==> src/rtl/l2_arb_pkg.sv <==
// l2_arb_pkg: shared FSM encoding and round-robin pick helper for the L2 port arbiter
package l2_arb_pkg;
  typedef enum logic [1:0] {IDLE = 2'd0, ISSUE = 2'd1, XFER = 2'd2} state_t;
  // First set bit of vec at or after ptr, wrapping modulo n (n <= 4, ptr < n)
  function automatic logic [1:0] rr_pick(input logic [3:0] vec, input logic [1:0] ptr, input logic [2:0] n);
    logic [1:0] r;
    logic f;
    logic [2:0] idx;
    r = '0;
    f = 1'b0;
    for (int k = 0; k < 4; k++) begin
      idx = {1'b0, ptr} + 3'(k);
      if (idx >= n) idx = idx - n;
      if (3'(k) < n && !f && vec[idx[1:0]]) begin
        r = idx[1:0];
        f = 1'b1;
      end
    end
    return r;
  endfunction
endpackage

==> src/rtl/l2_req_capture.sv <==
// l2_req_capture: holds one requester's pending read/write flag and its latched addr/burst
module l2_req_capture #(
  parameter int ADDR_W  = 32,
  parameter int BURST_W = 5
) (
  input  logic               clk,
  input  logic               reset,
  input  logic               i_rreq,
  input  logic               i_wreq,
  input  logic [ADDR_W-1:0]  i_addr,
  input  logic [BURST_W-1:0] i_burst,
  input  logic               i_owner,
  input  logic               i_clr,
  output logic               o_elig_r,
  output logic               o_elig_w,
  output logic [ADDR_W-1:0]  o_addr,
  output logic [BURST_W-1:0] o_burst
);
  logic               r_pend_r, r_pend_w;
  logic [ADDR_W-1:0]  r_addr;
  logic [BURST_W-1:0] r_burst;
  logic               w_pend, w_acc;
  assign w_pend   = r_pend_r | r_pend_w;
  // Pulses from a requester already queued or currently owning the port are dropped
  assign w_acc    = (i_rreq | i_wreq) & ~w_pend & ~i_owner;
  assign o_elig_r = r_pend_r | (w_acc & i_rreq);
  assign o_elig_w = r_pend_w | (w_acc & ~i_rreq & i_wreq);
  assign o_addr   = w_pend ? r_addr : i_addr;
  assign o_burst  = w_pend ? r_burst : i_burst;
  always_ff @(posedge clk or posedge reset) begin
    if (reset) begin
      r_pend_r <= 1'b0;
      r_pend_w <= 1'b0;
      r_addr   <= '0;
      r_burst  <= '0;
    end else begin
      if (i_clr) begin
        r_pend_r <= 1'b0;
        r_pend_w <= 1'b0;
      end else if (w_acc) begin
        r_pend_r <= i_rreq;
        r_pend_w <= ~i_rreq & i_wreq;
      end
      if (w_acc) begin
        r_addr  <= i_addr;
        r_burst <= i_burst;
      end
    end
  end
endmodule

==> src/rtl/l2_rr_arbiter.sv <==
// l2_rr_arbiter: round-robin sharing of one L2 burst port among NREQ pulse/busy requesters
module l2_rr_arbiter
  import l2_arb_pkg::*;
#(
  parameter int NREQ    = 3,
  parameter int ADDR_W  = 32,
  parameter int DATA_W  = 32,
  parameter int BURST_W = 5
) (
  input  logic                    clk,
  input  logic                    reset,
  input  logic [NREQ-1:0]         req_rreq,
  input  logic [NREQ-1:0]         req_wreq,
  input  logic [NREQ*ADDR_W-1:0]  req_addr,
  input  logic [NREQ*BURST_W-1:0] req_burst,
  input  logic [NREQ*DATA_W-1:0]  req_wdata,
  output logic [NREQ-1:0]         req_busy,
  output logic [1:0]              grant_id,
  output logic                    l2_active,
  output logic                    l2_rreq,
  output logic                    l2_wreq,
  output logic [ADDR_W-1:0]       l2_addr,
  output logic [BURST_W-1:0]      l2_burst_size,
  output logic [DATA_W-1:0]       l2_wdata,
  input  logic                    l2_busy
);
  state_t             r_state;
  logic [1:0]         r_ptr;
  logic [BURST_W-1:0] r_cnt;
  logic [NREQ-1:0]    w_er, w_ew, w_own, w_clr;
  logic [ADDR_W-1:0]  w_addr [NREQ];
  logic [BURST_W-1:0] w_burst [NREQ];
  logic [DATA_W-1:0]  w_wd [NREQ];
  logic [3:0]         w_e4;
  logic [1:0]         w_win;
  logic               w_go;
  for (genvar i = 0; i < NREQ; i++) begin : g_cap
    assign w_own[i]    = l2_active && grant_id == 2'(i);
    assign w_clr[i]    = w_go && w_win == 2'(i);
    assign w_wd[i]     = req_wdata[i*DATA_W +: DATA_W];
    assign req_busy[i] = (r_state == XFER && grant_id == 2'(i)) ? l2_busy : 1'b1;
    l2_req_capture #(.ADDR_W(ADDR_W), .BURST_W(BURST_W)) u_cap (
      .clk      (clk),
      .reset    (reset),
      .i_rreq   (req_rreq[i]),
      .i_wreq   (req_wreq[i]),
      .i_addr   (req_addr[i*ADDR_W +: ADDR_W]),
      .i_burst  (req_burst[i*BURST_W +: BURST_W]),
      .i_owner  (w_own[i]),
      .i_clr    (w_clr[i]),
      .o_elig_r (w_er[i]),
      .o_elig_w (w_ew[i]),
      .o_addr   (w_addr[i]),
      .o_burst  (w_burst[i])
    );
  end
  // Live pulses join the pending set so an idle port grants without a capture cycle
  assign w_e4      = 4'(w_er | w_ew);
  assign w_win     = rr_pick(w_e4, r_ptr, 3'(NREQ));
  assign w_go      = r_state == IDLE && |w_e4;
  assign l2_active = r_state != IDLE;
  assign l2_wdata  = w_wd[grant_id];
  always_ff @(posedge clk or posedge reset) begin
    if (reset) begin
      r_state       <= IDLE;
      r_ptr         <= '0;
      r_cnt         <= '0;
      grant_id      <= '0;
      l2_rreq       <= 1'b0;
      l2_wreq       <= 1'b0;
      l2_addr       <= '0;
      l2_burst_size <= '0;
    end else begin
      case (r_state)
        IDLE: if (w_go) begin
          grant_id      <= w_win;
          l2_rreq       <= w_er[w_win];
          l2_wreq       <= ~w_er[w_win];
          l2_addr       <= w_addr[w_win];
          l2_burst_size <= w_burst[w_win];
          r_cnt         <= w_burst[w_win];
          r_state       <= ISSUE;
        end
        ISSUE: begin
          l2_rreq <= 1'b0;
          l2_wreq <= 1'b0;
          r_state <= XFER;
        end
        XFER: if (!l2_busy) begin
          // A zero burst wraps through 2^BURST_W beats before reaching 1
          r_cnt <= r_cnt - 1'b1;
          if (r_cnt == BURST_W'(1)) begin
            r_state <= IDLE;
            r_ptr   <= grant_id == 2'(NREQ - 1) ? 2'd0 : grant_id + 2'd1;
          end
        end
        default: r_state <= IDLE;
      endcase
    end
  end
endmodule

==> config.mk <==
export PLATFORM = sky130hd
export DESIGN_NAME = l2_rr_arbiter
export DESIGN_NICKNAME = d
export VERILOG_FILES = /design/src/rtl/l2_arb_pkg.sv /design/src/rtl/l2_req_capture.sv /design/src/rtl/l2_rr_arbiter.sv
export SDC_FILE = /design/constraint.sdc
export NUM_CORES = 1
export LEC_CHECK = 0
export ABC_AREA = 1
export BUFFER_PORTS_ARGS = -buffer_cell sky130_fd_sc_hd__buf_2
export CORE_UTILIZATION = 56
export CTS_CLUSTER_SIZE = 20
export DETAILED_ROUTE_END_ITERATION = 12
export HOLD_SLACK_MARGIN = 0.05
export PLACE_DENSITY_LB_ADDON = 0.1
export SYNTH_ARGS = -nofsm -noshare
export SYNTH_HDL_FRONTEND = slang
export SYNTH_SLANG_ARGS = --single-unit
==> constraint.sdc <==
create_clock -name clk -period 13.15 [get_ports clk]
set_clock_uncertainty 0.1 [all_clocks]
set_input_delay 3.945 -clock clk [delete_from_list [all_inputs] [get_ports clk]]
set_output_delay 3.945 -clock clk [all_outputs]
set_load 0.03 [all_outputs]
Yosys cells after proc, flatten, opt, wreduce, memory -nomap -nowiden --
Index checks and enable logic that the tools add are counted.
Operators by class: $add $sub $neg 7, equal/unequal tests 10, order comparisons 9, mux-type cells 58, reduce and logical (&&, ||, !) cells 29, bitwise gates (word level) 44
Operators with widths (count):
- two-way mux 32 bit | 7
- binary-select mux 32 bit (select 2 bit) | 2
- two-way mux 5 bit | 7
- two-way mux 1 bit | 23
- two-way mux 2 bit | 10
- AND 1 bit | 18
- logical AND 1 bit | 12
- less-than comparator 2 x 3 -> 1 bit (second input constant) | 4
- OR 1 bit | 12
- nonzero test 2 bit | 6
- inverter 1 bit | 11
- binary-select mux 5 bit (select 2 bit) | 1
- one-hot mux 5 bit (2 select lines) | 1
- AND reduction 3 bit | 3
- binary-select mux 1 bit (select 2 bit) | 4
- == test 2 x 1 -> 1 bit (second input constant) | 3
- == test 2 bit (second input constant) | 3
- greater-or-equal comparator 3 x 2 -> 1 bit (second input constant) | 2
- greater-or-equal comparator 3 bit (second input constant) | 2
- zero test 2 bit | 3
- inverter 2 -> 3 bit | 2
- one-hot mux 2 bit (3 select lines) | 1
- subtractor 2 bit (second input constant) | 3
- == test 5 x 1 -> 1 bit (second input constant) | 1
- other kinds (12) | 16
Storage, ports and cells: bits of input ports 216, output and inout bits 77, register bits 167, word-level logic and storage cells 177

Depth between registers and ports, before layout --
Gate-level depths: netlist of run 1.
depth in word-level cells 23, depth in mapped cells 18, mapped depth without buffers 17

By module --
Synthesis of run 1 repeated with hierarchy kept, for this count alone.
Second synthesis, totals: cell total of the unflattened synthesis 1350, area, all modules 9974.6 um^2
By module, submodules not included:
- l2_req_capture | times used 3, sequential area each 975.9 um^2, cells each 256, area each 2050.7 um^2
- l2_rr_arbiter | times used 1, sequential area each 1251.2 um^2, cells each 582, area each 3822.4 um^2

Least setup slack after synthesis of run 1 --
Ideal clock, no wire load.
path kind input port to output port, from input l2_busy, to output req_busy[0], path slack 4.548 ns, data arrival time 4.557 ns, required time 9.105 ns, stages 2, buffers on the path 0, cell sequence nor2_1 -> nand2_1
Between the ends: word-level cells in the longest chain between the ends 1
RTL lines:
- start, declared | line l2_rr_arbiter.sv:25 | input logic l2_busy
- two-way mux 1 bit | line l2_rr_arbiter.sv:41 | assign req_busy[i] = (r_state == XFER && grant_id == 2'(i)) ? l2_busy : 1'b1;
- end, declared | line l2_rr_arbiter.sv:17 | output logic [NREQ-1:0] req_busy,
Every way passes these cells.

Final worst setup path of run 1 --
Ends and elaborated chain as after synthesis.

==> impl_metrics.tcl, run 1 <==
set metrics [dict create \
    holdWs_ns 0.379 \
    htreeDepth 4 \
    drv_slew 0 \
    outcome "complete, no violations" \
    worst_ep_arrival_time_ns 4.81 \
    num_rows 46 \
    cts_num_sinks 167 \
    hold_viol_final 0 \
    hp-class "reg -> reg" \
    synth_area_um2 9140 \
    worstSetupStartpoint "l2_busy" \
    cts_tree "yes" \
    coreArea_um2 15900 \
    place_ws_ns 4.33 \
    min_from "g_cap[0].u_cap.r_burst[2]" \
    rsz0062_at_grt "no" \
    die_y_um 130 \
    power_mw 3.05 \
    grt_max_degree 90 \
    yosysWarnings 0 \
    synth_cell_types 34 \
    ios 293 \
    initial_core_util 0.575 \
    antenna_found_initial 2 \
    period_minus_slack_ns 8.86 \
    r2r-start "grant_id[0]" \
    post_cts_buffers 0 \
    viasPerCell 5.32 \
    grt_pass1_wl_um 40100 \
    grt_pass1_vias 7923 \
    cp_num_buf_inv 2 \
    crit_path_max_fanout 6 \
    grt-ovfl-total 0 \
    clkSlewWorstSetupHoldPaths_ns 0.06 \
    syn-num-nets 1451 \
    antenna_left 0 \
    clock_latency_ns 0.43 \
    multiInputGateArea_um2 4080 \
    tightest_slew_ns 1.40 \
    tns_ns 0 \
    wl_per_cell_um 15.1 \
    drt_pre_antenna_iters 5 \
    final_cells 1707 \
    cp_common_cell "buf_2" \
    start_kind "input pin" \
    worstPathCellList "buf_2, nor2_1, nand2_1, buf_2" \
    path_delay_family "simple AND/OR/NAND/NOR gates" \
    ff_latch_area_um2 4180 \
    slowest_delay_ns 0.40 \
    drc 0 \
    area.growth.synth_to_final_pct 22.3 \
    worstSetupPathType "in -> out" \
    post-route-period-util 0.673 \
    holdBufCountCts 0 \
    clockBufferDepth 2 \
    place_inst 1674 \
    die-area_um2 16800 \
    p_per_area_nw_per_um2 273 \
    dp_hpwl_um 17400 \
    vias 9086 \
    synthCells 1231 \
    ctsResizeCount 0 \
    final_nets 1697 \
    slew_headroom 0.0660 \
    cts_made_buffers 17 \
    drtIter0Drc 721 \
    ys_ff_latch 167 \
    ys_seq_area_frac 0.457 \
    grtUsageTotal 0.310 \
    fin_ws_ns 4.29 \
    layout-drive-gt1-share 0.240 \
    wirelength_um 25800 \
    die-width_um 130 \
    end_kind "primary output" \
    finalSetupViolCount 0 \
    syn_avg_cell_area_um2 7.42 \
    routabilityCongestion 0.874 \
    cp.required_ns 9.10 \
    max_freq_mhz 113 \
    ir_drop_v 0.000166 \
    rrSetupSlack_ns 8.33 \
    nFillCells 1363 \
    root_buffer "clkbuf_16" \
    cap_violations 0 \
    io_buffers 292 \
    power.leakage_nw 5.92 \
    cp_slowest_cell "nor2_1" \
]
==> layer usage <==
layer / GRT usage / part of all wire
met5: 0 / 0.00043
met4: 0.0732 / 0.010
met3: 0.0578 / 0.073
met2: 0.486 / 0.46
met1: 0.447 / 0.46
==> cell usage in the layout (no fill, tap or decap), types with 2 or more instances in the layout <==
master,instances
nand2_1,410
buf_2,292
o21ai_0,190
dfrtp_1,167
inv_1,140
nand3_1,38
o211ai_1,38
nand3b_1,32
nor2_1,30
o21ai_1,28
a22oi_1,19
clkbuf_16,17
a21oi_1,16
nand2_2,9
a31oi_1,6
clkbuf_1,6
inv_2,5
nand2_4,5
nor2_4,4
ha_1,4
buf_4,4
inv_4,3
nand4_1,3
nor3_1,3
clkinv_2,3
bufinv_16,3
nor2_8,2
or2_2,2
inv_6,2
==> kinds of logic after synthesis <==
family,Yosys count,synth area share
flip-flops,167,0.457
AND/OR/NAND/NOR,542,0.259
AO/OA/AOI/OAI,300,0.182
adder cells (fa/ha/maj),4,0.00548
buffers and inverters,218,0.0971
==> final timing paths <==
kind	end	cells after the start
setup / recovery	req_busy[0]	4
hold / removal	g_cap[0].u_cap.r_burst[2]	2
setup reg to reg	l2_addr[17]	12
hold reg to reg	g_cap[0].u_cap.r_burst[2]	2
max in group asynchronous	l2_addr[16]	3
min in group asynchronous	g_cap[2].u_cap.r_addr[1]	2
==> final cells by class <==
class	instances	area share
clock buffers	24	0.0413
multi-input cells	846	0.365
flip-flops and latches	167	0.374
repair buffers	296	0.133
diodes	1	0.000224
clock inverters	8	0.0109
well taps	216	0.0242
inverters	149	0.0512
==> where the power goes <==
part,switching [mW],total [mW],internal [mW]
clock network,0.201,0.505,0.304
logic,1.16,1.66,0.499
registers,0.119,0.889,0.770
==> flip-flops by register name, summed over array words and instances, names as in the netlist <==
name / flops
r_cnt: 5
g_cap.u_cap.r_burst: 15
g_cap.u_cap.r_pend_r: 3
grant_id: 2
l2_wreq: 1
l2_burst_size: 5
l2_rreq: 1
r_ptr: 2
g_cap.u_cap.r_pend_w: 3
r_state: 2
g_cap.u_cap.r_addr: 96
l2_addr: 32
==> synth_stat cells <==
cell type | n | area, um^2
inv_4 | 3 | 18.8
nand2_1 | 412 | 1550
nor3_1 | 3 | 15.0
nand3_1 | 38 | 190
a21oi_2 | 1 | 8.76
nand3_2 | 1 | 10.0
clkbuf_1 | 48 | 180
o22ai_1 | 1 | 6.26
dfrtp_1 | 167 | 4180
or3b_1 | 1 | 8.76
ha_1 | 4 | 50.1
a21oi_1 | 16 | 80.1
a22oi_1 | 19 | 143
nand2_4 | 5 | 56.3
nand3b_1 | 32 | 240
nor2_8 | 2 | 40.0
nand3_4 | 1 | 17.5
a31oi_1 | 6 | 37.5
inv_2 | 3 | 11.3
o21ai_0 | 190 | 951
buf_2 | 4 | 20.0
or2_2 | 2 | 12.5
o211ai_1 | 38 | 285
inv_1 | 143 | 537
nor2_1 | 30 | 113
nand2_2 | 7 | 43.8
nor2_2 | 1 | 6.26
buf_4 | 3 | 22.5
o21a_1 | 1 | 7.51
nand4_1 | 3 | 18.8
buf_6 | 6 | 67.6
nor2_4 | 4 | 45.0
o21ai_1 | 28 | 140
buf_1 | 8 | 30.0
==> metrics by stage <==
stage | instance area, um^2 | util
finish | 11200 | 0.704
global route | 11200 | 0.704
floorplan | 9140 | -
detailed placement | 10600 | 0.667
CTS | 11200 | 0.703
global placement | 10600 | 0.667
==> worst register-to-register path, cell delays in order, from the launching register on <==
cell and delay (ns):
dfrtp_1 0.51, nor2_2 1.10, nand2_1 0.17, nand2_2 0.12
buf_4 0.53, inv_4 0.18, nor2_1 0.14, or3b_1 0.41
nand2_4 0.43, inv_4 0.22, nand2_4 0.46, o21ai_0 0.14
nand3b_1 0.18
(Power assumes the default switching activity.)
==> run 2: changes to the inputs <==
CORE_UTILIZATION = 47   (was 56)
clock period = 7.7 ns   (was 13.15 ns; I/O delays follow)
==> run 2 against run 1 <==
Compared with the run above: total power up 68%; cell area up 0.19%; clock power rose by 57%; critical path depth unchanged; global-route usage down 4.5 points; flip-flop and latch count unchanged; die area up 19%; sequential share of layout area decreased by 0.071 points; non-clock buffer count up 2; first-iteration DRC count fell by 25%.
==> impl_metrics.tcl, run 2 (synthesized netlist as in run 1, its figures left out) <==
set metrics [dict create \
    period_minus_slack_ns 5.55 \
    switching_share 0.493 \
    layout_commonest_cell "nand2_1" \
    min_from "g_cap[2].u_cap.r_addr[22]" \
    root_buffer "clkbuf_16" \
    end_kind "primary output" \
    outcome "complete, no violations" \
    die-width_um 141 \
    grt_pass1_vias 7920 \
    start_kind "input pin" \
    reg_top3 "g_cap.u_cap.r_addr (96), l2_addr (32), g_cap.u_cap.r_burst (15)" \
    clockBufferDepth 2 \
    drt_pre_antenna_iters 5 \
    initial_core_util 0.484 \
    slew_headroom 0.321 \
    dp_hpwl_um 18100 \
    die-area_um2 20000 \
    rsz0062_at_grt "no" \
    area.growth.synth_to_final_pct 22.5 \
    clkSlewWorstSetupHoldPaths_ns 0.06 \
    power_frac_comb 0.552 \
    viasPerCell 5.03 \
    antenna_left 0 \
    layout_common_cells "410 x nand2_1, 292 x buf_2, 190 x o21ai_0" \
    tightest_slew_ns 1.02 \
    tns_ns 0 \
    max_freq_mhz 180 \
    cts_tree "yes" \
    coreArea_um2 18900 \
    cts_num_sinks 167 \
    routabilityCongestion 0.818 \
    cap_violations 0 \
    grt_pass1_wl_um 40900 \
    grt-ovfl-total 0 \
    switching_power_mw 2.53 \
    hold_viol_final 0 \
    layout-drive-gt1-share 0.243 \
    vias 8820 \
    holdWs_ns 0.381 \
    ios 293 \
    cp.required_ns 5.29 \
    top_register "g_cap.u_cap.r_addr" \
    post-route-period-util 0.720 \
    seq_power_share 0.293 \
    worstSetupStartpoint "l2_busy" \
    grt_max_degree 109 \
    post_cts_buffers 0 \
    num_rows 50 \
    r2r-start "grant_id[0]" \
    finalSetupViolCount 0 \
    antenna_found_initial 2 \
    ir_drop_v 0.000286 \
    clock_latency_ns 0.43 \
    p_int_mw 2.60 \
    drtIter0Drc 539 \
    largest_reg_flops 96 \
    crit_path_max_fanout 6 \
    die_y_um 141 \
    p_per_area_nw_per_um2 458 \
    grtUsageTotal 0.264 \
    worstSetupPathType "in -> out" \
    htreeDepth 4 \
    ctsResizeCount 0 \
    power.leakage_nw 5.89 \
    cts_made_buffers 17 \
    holdBufCountCts 0 \
    hp-class "reg -> reg" \
    drc 0 \
    drv_slew 0 \
    clock_power_share 0.154 \
    wl_per_cell_um 14.9 \
    final_nets 1699 \
    wirelength_um 26200 \
    worst_ep_arrival_time_ns 3.14 \
    io_buffers 292 \
]
run 2: stage by stage:
stage               utilization  instance area, um^2  worst slack, ns  power (mW)  cells
CTS                       0.593                11200             2.15        5.16   1751
finish                    0.593                11200             2.15        5.13   1752
detailed placement        0.564                10700             2.15        4.35   1720
global placement          0.564                10700             2.18        4.29   1720
floorplan                     -                 9140            0.772        3.65   1231
global route              0.593                11200             2.04        5.58   1751
run 2: final timing paths:
path	cells after the start	slack (ns)	end
setup / recovery	4	2.15	req_busy[0]
hold / removal	2	0.38	g_cap[2].u_cap.r_addr[22]
setup reg to reg	16	3.84	l2_addr[21]
hold reg to reg	2	0.38	g_cap[2].u_cap.r_addr[22]
max in group asynchronous	3	4.09	g_cap[0].u_cap.r_addr[29]
min in group asynchronous	2	1.99	g_cap[2].u_cap.r_addr[0]
run 2: layout make-up:
cell class	instances	area, um^2
antenna	1	2.50
inverter	149	572
tap	260	325
fill	1797	7700
sequential	167	4180
timing repair buffer	298	1510
clock inverter	10	73.8
clock buffer	21	460
multi-input combinational	846	4080
run 2: worst max-delay path, cell delays in order:
cell and delay (ns):
buf_2 0.10, nor2_1 0.39, nand2_1 0.12, buf_2 0.20
run 2: layer usage:
layer / up-vias / part of all wire / track usage / routed length, um
met4: 2 / 0.012 / 0.0753 / 312
li1: 4463 / - / - / -
met3: 23 / 0.067 / 0.0486 / 1740
met5: - / 0.00061 / 0 / 16
met2: 280 / 0.47 / 0.435 / 12200
met1: 4052 / 0.45 / 0.357 / 11800
run 2: power groups by stage:
stage               combinational, mW  clock, mW  sequential [mW]
CTS                              2.85      0.804             1.50
finish                           2.83      0.792             1.50
global route                     3.19      0.836             1.55
global placement                 2.78          0             1.51
floorplan                        1.98          0             1.67
detailed placement               2.84          0             1.52
==> run 3: changes to the inputs <==
CORE_UTILIZATION = 52   (was 47)
clock period = 5.48 ns   (was 7.7 ns; I/O delays follow)
==> run 3 against run 2 <==
Compared with the run above: die area is 9.5% lower; flip-flop and latch count is the same; cell area increased by 0.12%; highest routed layer is now met4; non-clock buffer count is 1 higher; register-to-register slack worse by 2.1 ns; utilization increased by 5.8 points; total power grew 42%; setup slack worse by 0.99 ns.
==> impl_metrics.tcl, run 3 (synthesized netlist as in run 1, its figures left out) <==
set metrics [dict create \
    area.growth.synth_to_final_pct 22.7 \
    coreArea_um2 17200 \
    grtUsageTotal 0.288 \
    drtIter0Drc 713 \
    cts_made_buffers 17 \
    num_rows 48 \
    post-route-period-util 0.788 \
    drt_pre_antenna_iters 6 \
    crit_path_max_fanout 6 \
    antenna_found_initial 0 \
    grt_pass1_vias 7984 \
    p_per_area_nw_per_um2 650 \
    grt_pass1_wl_um 40600 \
    switching_share 0.489 \
    hp-class "reg -> reg" \
    seq_power_share 0.292 \
    cp_num_buf_inv 2 \
    cp_common_cell "buf_2" \
    cts_tree "yes" \
    power_mw 7.29 \
    reg_top3 "g_cap.u_cap.r_addr (96), l2_addr (32), g_cap.u_cap.r_burst (15)" \
    ctsResizeCount 0 \
    rsz0062_at_grt "no" \
    clock_latency_ns 0.43 \
    antenna_left 0 \
    clock_power_share 0.162 \
    layout-drive-gt1-share 0.244 \
    outcome "complete, no violations" \
    top_register "g_cap.u_cap.r_addr" \
    period_minus_slack_ns 4.32 \
    fin_area_um2 11200 \
    dp_hpwl_um 17900 \
    num_antenna_cells 0 \
    cp.required_ns 3.74 \
    vias 8908 \
    clkSlewWorstSetupHoldPaths_ns 0.06 \
    grt_max_degree 168 \
    worst_ep_arrival_time_ns 2.58 \
    wl_per_cell_um 15.1 \
    die_y_um 135 \
    root_buffer "clkbuf_16" \
    largest_reg_flops 96 \
    drc 0 \
    hold_viol_final 0 \
    initial_core_util 0.530 \
    holdBufCountCts 0 \
    start_kind "input pin" \
    place_area_um2 10600 \
    switching_power_mw 3.56 \
    clockBufferDepth 2 \
    max_freq_mhz 231 \
    routabilityCongestion 0.838 \
    cp_slowest_cell "nor2_1" \
    io_buffers 292 \
    die-area_um2 18100 \
    grt-ovfl-total 0 \
    cts_num_sinks 167 \
    cap_violations 0 \
    layout_commonest_cell "nand2_1" \
    final_nets 1700 \
    die-width_um 135 \
    end_kind "primary output" \
    ios 293 \
    worstSetupPathType "in -> out" \
    r2r-start "grant_id[0]" \
    tns_ns 0 \
    worstSetupStartpoint "l2_busy" \
    viasPerCell 5.19 \
    drv_slew 0 \
    htreeDepth 4 \
    path_delay_family "simple AND/OR/NAND/NOR gates" \
    wirelength_um 25900 \
    min_from "g_cap[2].u_cap.r_addr[25]" \
    finalSetupViolCount 0 \
    layout_common_cells "410 x nand2_1, 292 x buf_2, 190 x o21ai_0" \
    p_int_mw 3.73 \
    tightest_slew_ns 1.02 \
    slew_headroom 0.317 \
    ir_drop_v 0.000564 \
    slowest_delay_ns 0.46 \
    power_frac_comb 0.546 \
    worstPathCellList "buf_2, nor2_1, nand2_1, buf_2" \
    power.leakage_nw 5.94 \
    post_cts_buffers 0 \
]
==> run 3: cell count changes in the layout (fill, tap and decap cells not counted), sizes merged <==
cell and change:
buf +1, bufinv +2, clkbuf -3, clkinv +5, clkinvlp -4, diode -1, inv +1
==> run 3: stage by stage <==
step                hold WS [ns]   util  instances  worst slack, ns
floorplan                  0.348      -       1231             1.48
global placement           0.360  0.617       1686             1.03
detailed placement         0.368  0.617       1686            0.933
CTS                        0.384  0.650       1718             1.19
global route               0.399  0.650       1718             1.03
finish                     0.382  0.650       1718             1.16
==> run 3: cell type report <==
cell class / instances / area [um^2]
fill: 1551 / 6030
sequential: 167 / 4180
clock buffer: 18 / 429
multi-input combinational: 846 / 4080
tap: 225 / 282
inverter: 149 / 571
timing repair buffer: 299 / 1530
clock inverter: 14 / 146
==> run 3: power by group through the flow <==
stage	Clock [mW]	Combinational, mW	Sequential [mW]
floorplan	0	2.78	2.35
global placement	0	3.90	2.12
detailed placement	0	3.98	2.14
CTS	1.20	4.00	2.13
global route	1.24	4.47	2.19
finish	1.18	3.98	2.13
==> run 3: layer usage <==
layer | part of all wire | vias to the layer above | wire, um | global-route usage
met5 | 0 | - | 0 | 0
met4 | 0.0089 | 0 | 231 | 0.0618
met3 | 0.060 | 21 | 1550 | 0.0567
met2 | 0.46 | 303 | 11800 | 0.446
met1 | 0.48 | 4118 | 12300 | 0.419
li1 | - | 4466 | - | -
==> run 3: path summary, 6_finish.rpt <==
check / end / slack, ns / cells after the start
setup reg to reg: l2_addr[17] / 1.72 / 11
hold / removal: g_cap[2].u_cap.r_addr[25] / 0.38 / 2
max in group asynchronous: r_cnt[0] / 3.26 / 3
hold reg to reg: g_cap[2].u_cap.r_addr[25] / 0.38 / 2
setup / recovery: req_busy[0] / 1.16 / 4
min in group asynchronous: g_cap[2].u_cap.r_addr[0] / 1.38 / 3
==> run 3: tightest hold or removal path, delay by kind of cell (launching register included) <==
| family | cells | cell delay (ns) |
|---|---|---|
| AND/OR/NAND/NOR | 1 | 0.05 |
| flip-flops | 1 | 0.34 |
| AO/OA/AOI/OAI | 1 | 0.05 |
